[src/rtl/cont4bits_pkg.sv]
// Shared definitions for the cont4bits start/stop/pause counter controller:
// default counter width, FSM state encodings, core control strobes and a
// small decode helper for the busy flag.
package cont4bits_pkg;

    // Default counter width in bits.
    localparam int unsigned CNT_W_DEFAULT = 4;

    // Width of the externally visible state encoding.
    localparam int unsigned STATE_W = 2;

    // Controller states; encodings are visible on the state output port.
    typedef enum logic [STATE_W-1:0] {
        ST_IDLE = 2'b00,
        ST_RUN  = 2'b01,
        ST_HOLD = 2'b10,
        ST_DONE = 2'b11
    } state_e;

    // Per-cycle strobes from the FSM decode to the counter core and the
    // limit capture register.
    typedef struct packed {
        logic clr;   // synchronous clear of the counter
        logic en;    // increment the counter by one
        logic load;  // capture limit into limit_q
    } core_ctrl_t;

    // A run is in progress while counting or frozen by pause.
    function automatic logic is_busy(input state_e s);
        return (s == ST_RUN) || (s == ST_HOLD);
    endfunction

endpackage

[src/rtl/cont4bits_core.sv]
// N-bit counter register used by cont4bits_ctrl.
// Ports:
//   clk   - rising-edge clock
//   reset - asynchronous active-high reset, forces q to 0
//   clr   - synchronous clear (wins over en)
//   en    - increment q by one on the next rising edge
//   q     - current counter value
module cont4bits_core
    import cont4bits_pkg::*;
#(
    parameter int unsigned N = CNT_W_DEFAULT
) (
    input  logic         clk,
    input  logic         reset,
    input  logic         clr,
    input  logic         en,
    output logic [N-1:0] q
);

    // Counter register: clear has priority over increment.
    always_ff @(posedge clk or posedge reset) begin
        if (reset) begin
            q <= '0;
        end else if (clr) begin
            q <= '0;
        end else if (en) begin
            q <= q + N'(1);
        end
    end

endmodule

[src/rtl/cont4bits_ctrl.sv]
// Start/stop/pause controller for an N-bit up-counter with a programmable
// terminal value and optional auto-reload. A run counts 0..limit_q, one value
// per cycle, and raises done for one cycle after the terminal edge.
// Ports:
//   clk         - rising-edge clock
//   reset       - asynchronous active-high reset
//   start       - begin a run (accepted in IDLE/DONE only)
//   stop        - abort and return to IDLE (highest priority)
//   pause       - level; freezes the count while high
//   auto_reload - 1: restart at 0 after terminal count, 0: one-shot
//   limit       - terminal value, captured on an accepted start
//   count       - current counter value
//   busy        - high in RUN or HOLD
//   done        - one-cycle pulse after the terminal count
//   state       - current FSM state encoding
module cont4bits_ctrl
    import cont4bits_pkg::*;
#(
    parameter int unsigned N = CNT_W_DEFAULT
) (
    input  logic               clk,
    input  logic               reset,
    input  logic               start,
    input  logic               stop,
    input  logic               pause,
    input  logic               auto_reload,
    input  logic [N-1:0]       limit,
    output logic [N-1:0]       count,
    output logic               busy,
    output logic               done,
    output logic [STATE_W-1:0] state
);

    state_e     state_q;
    state_e     state_nxt_c;
    core_ctrl_t ctrl_c;
    logic       done_nxt_c;
    logic       busy_q;
    logic       done_q;
    logic       terminal_c;
    logic [N-1:0] limit_q;
    logic [N-1:0] count_q;

    // Terminal compare against the limit captured at start.
    assign terminal_c = (count_q == limit_q);

    // Next-state and strobe decode; priority is stop > pause > terminal > increment.
    always_comb begin
        state_nxt_c = state_q;
        ctrl_c      = '0;
        done_nxt_c  = 1'b0;

        case (state_q)
            ST_IDLE, ST_DONE: begin
                if (stop) begin
                    state_nxt_c = ST_IDLE;
                    ctrl_c.clr  = 1'b1;
                end else if (start) begin
                    state_nxt_c = ST_RUN;
                    ctrl_c.clr  = 1'b1;
                    ctrl_c.load = 1'b1;
                end
            end

            ST_RUN: begin
                if (stop) begin
                    state_nxt_c = ST_IDLE;
                    ctrl_c.clr  = 1'b1;
                end else if (pause) begin
                    // Terminal check is deferred until the run resumes.
                    state_nxt_c = ST_HOLD;
                end else if (terminal_c) begin
                    done_nxt_c = 1'b1;
                    if (auto_reload) begin
                        ctrl_c.clr = 1'b1;
                    end else begin
                        state_nxt_c = ST_DONE;
                    end
                end else begin
                    ctrl_c.en = 1'b1;
                end
            end

            ST_HOLD: begin
                if (stop) begin
                    state_nxt_c = ST_IDLE;
                    ctrl_c.clr  = 1'b1;
                end else if (!pause) begin
                    // Resume without counting on this edge.
                    state_nxt_c = ST_RUN;
                end
            end

            default: begin
                state_nxt_c = ST_IDLE;
                ctrl_c.clr  = 1'b1;
            end
        endcase
    end

    // State, registered flags and limit capture.
    always_ff @(posedge clk or posedge reset) begin
        if (reset) begin
            state_q <= ST_IDLE;
            busy_q  <= 1'b0;
            done_q  <= 1'b0;
            limit_q <= '0;
        end else begin
            state_q <= state_nxt_c;
            busy_q  <= is_busy(state_nxt_c);
            done_q  <= done_nxt_c;
            if (ctrl_c.load) begin
                limit_q <= limit;
            end
        end
    end

    // Counter datapath.
    cont4bits_core #(
        .N (N)
    ) u_core (
        .clk   (clk),
        .reset (reset),
        .clr   (ctrl_c.clr),
        .en    (ctrl_c.en),
        .q     (count_q)
    );

    assign count = count_q;
    assign busy  = busy_q;
    assign done  = done_q;
    assign state = state_q;

endmodule

[config.mk]
export PLATFORM = sky130hd
export DESIGN_NAME = cont4bits_ctrl
export DESIGN_NICKNAME = d
export VERILOG_FILES = /design/src/rtl/cont4bits_pkg.sv /design/src/rtl/cont4bits_core.sv /design/src/rtl/cont4bits_ctrl.sv
export SDC_FILE = /design/constraint.sdc
export NUM_CORES = 1
export LEC_CHECK = 0
export ABC_CLOCK_PERIOD_IN_PS = 2200
export CAP_MARGIN = 15
export CORE_MARGIN = 2
export CORE_UTILIZATION = 46
export DETAILED_ROUTE_END_ITERATION = 8
export MAX_ROUTING_LAYER = met4
export PLACE_DENSITY = 0.77
export SLEW_MARGIN = 20
export SYNTH_ARGS = -nofsm -noshare
export SYNTH_HDL_FRONTEND = slang
export SYNTH_SLANG_ARGS = --single-unit
export TNS_END_PERCENT = 50
[constraint.sdc]
create_clock -name clk -period 2.2 [get_ports clk]
set_input_delay 0.33 -clock clk [delete_from_list [all_inputs] [get_ports clk]]
set_output_delay 0.33 -clock clk [all_outputs]
set_load 0.02 [all_outputs]
=== After elaboration in Yosys (flattened, before gate mapping) ===
Cells that the tools add are included.

* Bits in registers: 12
* Bits of input ports: 10
* Word-level logic and storage cells: 44

* Add/sub/neg operators: 1
* Eq/ne operators: 6
* Muxes and demuxes: 28
* Reduce and logical (&&, ||, !) cells: 4

{| class="wikitable"
|+ Operator list
! operator !! number
|-
| 2-bit two-way mux || 9
|-
| 1-bit two-way mux || 15
|-
| 4-bit two-way mux || 2
|-
| 2-bit == test, second input constant || 3
|-
| 2-bit case mux with 3 select lines || 1
|-
| 4-bit by 1-bit adder with 4-bit output, second input constant || 1
|-
| 2-bit by 1-bit == test with 1-bit output, second input constant || 2
|-
| 4-bit == test || 1
|-
| 1-bit case mux with 3 select lines || 1
|-
| 2-bit zero test || 1
|-
| 2-bit nonzero test || 1
|-
| 2-bit OR reduction || 1
|-
| 1-bit logical OR || 1
|}

=== Depth between registers and ports, before layout ===
Gate-level depths: netlist of run 1.

* Depth after elaboration: 7
* Depth in mapped cells: 7

=== Modules after synthesis ===
From an unflattened synthesis of run 1, not the netlist that was laid out.

* Cells, all modules: 62
* Area, all modules: 695.7 um2

{| class="wikitable"
|+ By module, submodules not included
! module !! times used !! cells each !! area an instance (um2)
|-
| cont4bits_ctrl || 1 || 45 || 499.2
|-
| cont4bits_core || 1 || 17 || 196.4
|}

=== Worst setup path before layout of run 1 ===
Ideal clock, no wire load.

* Kind: flip-flop to flip-flop
* Start: register state_q[0], in the netlist state[0]
* End: register busy_q, in the netlist busy
* Setup time: 0.136 ns
* Data arrival time: 1.556 ns
* Data required time: 2.064 ns
* Setup slack: 0.508 ns
* Stages on the path, launching flop included: 7
* Buffers on the path: 0
* Cell sequence: dfrtp_1 > inv_1 > ha_1 > a211o_1 > a21oi_1 > nor3_2 > xor2_1

{| class="wikitable"
|+ RTL lines
! element !! line !! text
|-
| start: declaration || cont4bits_ctrl.sv:34 || <nowiki>state_e state_q;</nowiki>
|-
| start signal: assignment || cont4bits_ctrl.sv:109 || <nowiki>state_q <= state_nxt_c;</nowiki>
|-
| 2-bit == test or 2-bit zero test (tied branches) || cont4bits_ctrl.sv:53 || <nowiki>case (state_q)</nowiki>
|-
| 2-bit OR reduction || cont4bits_ctrl.sv:53 ||
|-
| 2-bit case mux with 3 select lines (*) || cont4bits_ctrl.sv:53 ||
|-
| named net state_nxt_c[1] || cont4bits_ctrl.sv:35 || <nowiki>state_e state_nxt_c;</nowiki>
|-
| 2-bit by 1-bit == test with 1-bit output or 2-bit == test (tied branches) || cont4bits_pkg.sv:30 || <nowiki>return (s == ST_RUN) || (s == ST_HOLD);</nowiki>
|-
| 1-bit logical OR (*) || cont4bits_pkg.sv:30 ||
|-
| end signal: assignment || cont4bits_ctrl.sv:110 || <nowiki>busy_q <= is_busy(state_nxt_c);</nowiki>
|-
| end: declaration || cont4bits_ctrl.sv:38 || <nowiki>logic busy_q;</nowiki>
|}

Mark *: on every way through the listed nets, which the timed path passes. The rest lies on a longest branch.
A chain may end at the register's enable or synchronous reset.

=== Worst setup path in the final report of run 1 ===
* Start: register state_q[0], in the netlist state[0]
* End: register limit_q[3]

* Cells in the longest elaborated chain, start to end: 3

{| class="wikitable"
|+ RTL lines
! element !! line !! text
|-
| 2-bit == test or 2-bit zero test (tied branches) || cont4bits_ctrl.sv:53 ||
|-
| 2-bit OR reduction (*) || cont4bits_ctrl.sv:53 ||
|-
| 1-bit two-way mux (*) || cont4bits_ctrl.sv:53 ||
|-
| end signal: assignment || cont4bits_ctrl.sv:113 || <nowiki>limit_q <= limit;</nowiki>
|-
| end: declaration || cont4bits_ctrl.sv:41 || <nowiki>logic [N-1:0] limit_q;</nowiki>
|}

Mark *: on every way between the ends. The rest lies on a longest branch, timed or not.

==> results of run 1 <==
==> layout make-up <==
cell class	count	area, µm²	area share, %
Multi-Input combinational cell	42	355	40.2
Sequential cell	12	300	34.0
Timing Repair Buffer	17	170	19.3
Clock buffer	3	22.5	2.55
Tap cell	15	18.8	2.12
Inverter	4	16.3	1.84
==> registers in the layout (all words and copies together) (netlist names) <==
name / cells
limit_q: 4
busy: 1
u_core.q: 4
state: 2
done: 1
==> cell usage in the layout (no fill, tap or decap) <==
| master | Yosys | final |
|---|---|---|
| clkdlybuf4s50_1 | 0 | 17 |
| dfrtp_1 | 12 | 12 |
| nor2_1 | 6 | 6 |
| xnor2_1 | 5 | 5 |
| mux2_1 | 4 | 4 |
| nand2_1 | 3 | 3 |
| inv_1 | 3 | 3 |
| xor2_1 | 3 | 3 |
| ha_1 | 3 | 3 |
| clkbuf_4 | 0 | 3 |
| a21oi_1 | 2 | 2 |
| nor2b_1 | 1 | 1 |
| a31oi_1 | 1 | 1 |
| o22a_1 | 1 | 1 |
| clkinv_2 | 1 | 1 |
| and4_4 | 1 | 1 |
| a211o_1 | 1 | 1 |
| nor3_2 | 1 | 1 |
| a211oi_2 | 1 | 1 |
| o21ai_0 | 1 | 1 |
| o41ai_4 | 1 | 1 |
| nand2b_1 | 1 | 1 |
| nor3b_1 | 1 | 1 |
| nor3_1 | 1 | 1 |
| a221o_2 | 1 | 1 |
| a41oi_2 | 1 | 1 |
| nand4_1 | 1 | 1 |
| mux2i_1 | 1 | 1 |
==> layer usage <==
metal  routed length, µm  up-vias  global-route usage (%)  part of all wire [%]
met5                   0        -                       -                     0
met2                 594       12                    24.3                    48
met1                 569      241                    22.0                    46
met4                   6        0                    3.75                  0.49
met3                  62        2                    5.17                   5.0
li1                    -      244                       -                     -
==> worst paths after layout <==
kind                                        start                      end  slack (ps)  cells past startpoint
max                            state[0]$_DFF_PP0_   limit_q[3]$_DFFE_PP0P_         490                      5
min                                         reset  u_core.q[1]$_DFFE_PP0P_         360                      2
max reg2reg                    state[0]$_DFF_PP0_   limit_q[3]$_DFFE_PP0P_         490                      5
min reg2reg                limit_q[1]$_DFFE_PP0P_   limit_q[1]$_DFFE_PP0P_         520                      1
max in group asynchronous                   reset       state[0]$_DFF_PP0_        1520                      2
min in group clk           limit_q[1]$_DFFE_PP0P_   limit_q[1]$_DFFE_PP0P_         520                      1
==> report_power, final <==
part	switching, mW	internal, mW
registers	0.0203	0.246
clock network	0.0668	0.0633
logic	0.0757	0.0787
==> kinds of logic (layout without fill, tap and decap cells) <==
family / after synthesis / count (layout) / share of synthesized area [%]
mux: 5 / 5 / 8.19
flops: 12 / 12 / 44.7
buf+inv: 4 / 24 / 2.42
xor+xnor: 8 / 8 / 10.4
fa+ha+maj: 3 / 3 / 5.59
compound gates: 10 / 10 / 15.8
simple gates: 16 / 16 / 12.9
==> stage by stage <==
stage               instances  total power [mW]  cell area [µm²]  worst slack (ps)  util [%]
floorplan                  58             0.372              672               508         -
global placement           90             0.421              861               500      64.5
detailed placement         90             0.426              861               470      64.5
CTS                        93             0.555              883               481      66.2
global route               93             0.583              883               355      66.2
finish                     93             0.551              883               494      66.2
==> impl_results.md, run 1 <==
- Chip height: 42.2 µm
- First-pass GRT wire length: 2190 µm
- Syn Area/Cell: 11.6 µm²
- Worst-case clock buffer depth: 2
- Post_cts resized: 0
- P_leak: 0.370 nW
- Critical path cell sequence: inv_1, ha_1, nor2b_1, nand2_1, mux2_1
- Pwr per Cell Area: 623 nW/µm²
- H-Tree Depth: 1
- Yosys reg bits: 12
- Syn Nets: 71
- CTS tree: yes
- Setup bufs post-CTS: 0
- Final nets: 93
- DRC violations left: 0
- Final Hold Violating Endpoints: 0
- Root Buffer: clkbuf_4
- Most common cell in the netlist: dfrtp_1
- I/O Pins: 18
- DR vias/cell: 5.37
- Worst path top cell family by delay: flip-flops
- Post-synth top area share: 44.7%
- Final worst path period share: 77.5%
- Cell Rows: 13
- DR iter-0 viols: 10
- Largest area contributor in the netlist: dfrtp_1
- Outcome: finished, final reports clean
- Post-synthesis sequential area ratio: 44.7%
- Buf/Inv on CP: 1
- Die Wd: 42.2 µm
- Setup crit start kind: flip-flop
- Core Area: 1330 µm²
- Max-Cap Viols: 0
- Max Slew Vio Count: 0
- Starting Density: 50.4%
- GRT Residual Overflow: 0
- Final hold slack: 365 ps
- PortBufs: 17
- Reg clk slew, reported paths: 70 ps
- Synth cell count leaders: dfrtp_1, nor2_1, xnor2_1
- Synth Flop Type: dfrtp_1
- CTS Buf Count: 3
- Post-Route Skew: 2.90 ps
- Max Fclk: 0.586 GHz
- Worst EP required: 2350 ps
- Crit path kind: flip-flop to flip-flop
- Critical path arrival: 1850 ps
- Mapped Cells: 58
- Final min period: 1710 ps
- Number of fill cells: 115
- HPWL after DPL: 959 µm
- VDD IR max: 0.385 mV
- Vias in the first global route: 493
- CP max FO: 6
- Routed WL per cell: 13.2 µm
- Slew headroom: 69.7%
- Drt total wl: 1230 µm
- First-pass DRT Iterations: 3
- Diode count: 0
- Actual slew at the worst max-slew pin: 454 ps
- EDFF count, synth: 0
- Largest net degree at the start of global routing: 13
- All-Layer GR Usage: 16.4%
- Share of cells above drive strength 1: 12.8%
- Placer Congestion: 0.875
- Number of antenna violations at the first check in global routing: 0
- Top cells by area, synth: dfrtp_1, mux2_1, xnor2_1
- Post-route ant nets: 0
- Slowest-stage cell, CP: dfrtp_1
- Routed via count: 499
- CP peak stage delay: 440 ps
- Unrepaired setup endpoints after global routing: no
- Worst setup EP type: flip-flop
- Mapped Area: 672 µm²
- Synth unique cells: 26
- TritonCTS Sinks: 12
- Skew-Pair Late Insertion Delay: 270 ps
- Synth warnings: 0
- Final setup viols: 0
- Fin Setup TNS: 0 ps
- Area of the die: 1780 µm²
- P&R area growth vs syn: 31.5%
- Tightest Hold Check Type: primary input to asynchronous set/reset pin
- Ys async rst share: 100%
- Hold-fix buffers, CTS: 0
Power figures use the tool's default switching activity.
==> inputs of run 2 (changes only) <==
- ABC_CLOCK_PERIOD_IN_PS: 2200 -> 1500
- CORE_UTILIZATION: 46 -> 41
- PLACE_DENSITY: 0.77 -> 0.72
- clock period: 2.2 -> 1.5 ns (I/O delays scaled with it)
==> impl_results.md, run 2 (synthesis results as in run 1) <==
- First-pass GRT wire length: 2210 µm (+0.96%)
- Routed via count: 531 (+6.4%)
- Met3 wire length: 44 µm (-29%)
- Critical path cell sequence: inv_2, ha_4, nor2_2, nor2_2, a21oi_2, o41ai_4, xor2_1
- Routed WL per cell: 13.1 µm (-0.88%)
- Post-placement cell area: 983 µm² (+14%)
- Die Wd: 44.5 µm (+5.4%)
- Actual slew at the worst max-slew pin: 456 ps (+2.47 ps)
- Int Pwr: 0.681 mW (+76%)
- Crit path kind: flip-flop to flip-flop
- Final min period: 1520 ps (-187 ps)
- CTS Buf Count: 3 (unchanged)
- Outcome: finished, violations left
- HPWL after DPL: 1090 µm (+14%)
- Sequential Area: 305 µm² (+1.7%)
- Post-route ant nets: 0 (unchanged)
- Worst Setup Slack, final: -18.6 ps (-513 ps)
- Combinational share of power: 31.8% (+3.7 points)
- DRC violations left: 0 (unchanged)
- DR vias/cell: 4.96 (-7.5%)
- All-Layer GR Usage: 16.4% (about the same)
- Largest net degree at the start of global routing: 13 (unchanged)
- Final Hold Violating Endpoints: 0 (unchanged)
- Cell Rows: 14 (+1)
- Slowest-stage cell, CP: dfrtp_2
- DR iter-0 viols: 6 (-4)
- Diode count: 0 (unchanged)
- Share of cells above drive strength 1: 44.0% (+31 points)
- DR WL met2: 658 µm (+11%)
- Most numerous cell on the critical path: nor2_2
- Register share of total power: 41.4% (-6.9 points)
- Hold-fix buffers, CTS: 0 (unchanged)
- Unrepaired setup endpoints after global routing: yes
- TritonCTS Sinks: 12 (unchanged)
- Vias in the first global route: 501 (+1.6%)
- Sw Share: 29.3% (-0.30 points)
- Worst setup EP type: flip-flop
- Post-Route Skew: 2.85 ps (-0.0575 ps)
- Most common library cell in the layout ignoring fill and taps: buf_4
- Slew headroom: 69.5% (-0.16 points)
- Clock share of power: 26.8% (+3.2 points)
- Worst-case clock buffer depth: 2 (unchanged)
- Placer Congestion: 0.812 (-7.1%)
- Root Buffer: clkbuf_4
- Reg clk slew, reported paths: 80 ps (about the same)
- Tightest Hold Check Type: primary input to asynchronous set/reset pin
- Max Slew Vio Count: 0 (unchanged)
- Pwr per Cell Area: 908 nW/µm² (+46%)
- Final hold slack: 252 ps (-113 ps)
- Setup crit start kind: flip-flop
- Critical path arrival: 1720 ps (-130 ps)
- Switching Power: 0.282 mW (+73%)
- CP max FO: 4 (-2)
- Number of fill cells: 123 (+7.0%)
- Number of antenna violations at the first check in global routing: 0 (unchanged)
- CP peak stage delay: 450 ps (about the same)
- Final Cell Area: 1060 µm² (+20%)
- Max-Cap Viols: 0 (unchanged)
- Chip height: 44.5 µm (+5.4%)
- Starting Density: 44.1% (-6.3 points)
- Final worst path period share: 101% (+24 points)
- Final setup viols: 1 (+1)
- Core Area: 1520 µm² (+14%)
- Worst EP required: 1700 ps (-650 ps)
- Max Fclk: 0.659 GHz (+12%)
- P&R area growth vs syn: 57.9%
- I/O Pins: 18 (unchanged)
- Worst path top cell family by delay: flip-flops
- Area of the die: 1980 µm² (+11%)
- Failing checks: negative setup slack
- Multi-input gate area: 430 µm² (+21%)
- VDD IR max: 0.616 mV (+60%)
- Most frequent cells in the layout: buf_4, clkdlybuf4s50_1, dfrtp_1
- WL met1: 695 µm (+22%)
- First-pass DRT Iterations: 2 (-1)
- Final nets: 105 (+13%)
- Power, Total: 0.963 mW (+75%)
- Buf/Inv on CP: 1 (unchanged)
- PortBufs: 17 (unchanged)
- Skew-Pair Late Insertion Delay: 270 ps (about the same)
- Top Layer Used: met4
- H-Tree Depth: 1 (unchanged)
- Drt total wl: 1410 µm (+14%)
- CTS tree: yes
- P_leak: 0.490 nW (+32%)
- GRT Residual Overflow: 0 (unchanged)
[run 2: cell types whose count changed in the layout (fill, tap and decap cells not counted), moves of 3 or more]
cell             previous run  this run
buf_4                       0        12
clkdlybuf4s50_1            17        11
dlygate4sd2_1               0         6
dfrtp_1                    12         8
dfrtp_2                     0         4
xnor2_1                     5         2
xnor2_2                     0         3
[run 2: final timing paths]
| path | start | cells past startpoint | slack (ps) | to |
|---|---|---|---|---|
| max | state[1]$_DFF_PP0_ | 7 | -20 | busy$_DFF_PP0_ |
| min | reset | 2 | 250 | busy$_DFF_PP0_ |
| max reg2reg | state[1]$_DFF_PP0_ | 7 | -20 | busy$_DFF_PP0_ |
| min reg2reg | limit_q[3]$_DFFE_PP0P_ | 1 | 550 | limit_q[3]$_DFFE_PP0P_ |
| max in group asynchronous | reset | 2 | 910 | u_core.q[2]$_DFFE_PP0P_ |
| min in group clk | limit[3] | 2 | 540 | limit_q[3]$_DFFE_PP0P_ |
[run 2: per-layer routing]
metal,track usage (%),vias up
li1,-,269
met1,22.6,251
met2,22.9,9
met3,3.67,2
met4,7.27,0
met5,-,-
[run 2: power by group through the flow]
stage	clock network (mW)	registers, mW	logic [mW]
floorplan	0	0.411	0.166
global placement	0	0.400	0.285
detailed placement	0	0.402	0.290
CTS	0.267	0.395	0.287
global route	0.284	0.402	0.328
finish	0.259	0.398	0.306
[run 2: layout make-up]
class	instances	share of cell area, %
inverter	4	1.53
multi-input combinational	42	40.6
sequential	12	28.8
timing repair buffer	29	23.8
clock buffer	4	3.42
tap	16	1.89
[run 2: worst reg2reg max path: stages (launching register included)]
cell and delay [ps]:
dfrtp_2 450, inv_2 80, ha_4 150, nor2_2 50, nor2_2 120, a21oi_2 60, o41ai_4 370, xor2_1 180
[run 2: timing repair]
action	CTS	global route
buffers inserted	0	2
endpoints found under the hold margin	0	0
resized for setup	7	6
pin swaps	1	6
setup endpoints to repair	13	5
[run 2: per-stage QoR]
| step | instances | TNS, ps | utilization, % | worst slack (ps) |
|---|---|---|---|---|
| finish | 107 | -18.6 | 69.6 | -18.6 |
| floorplan | 58 | -6.74 | - | -3.59 |
| detailed placement | 101 | -466 | 64.5 | -129 |
| global placement | 101 | -270 | 64.5 | -86.2 |
| global route | 107 | -336 | 69.6 | -101 |
| CTS | 105 | -54.2 | 66.6 | -28.1 |
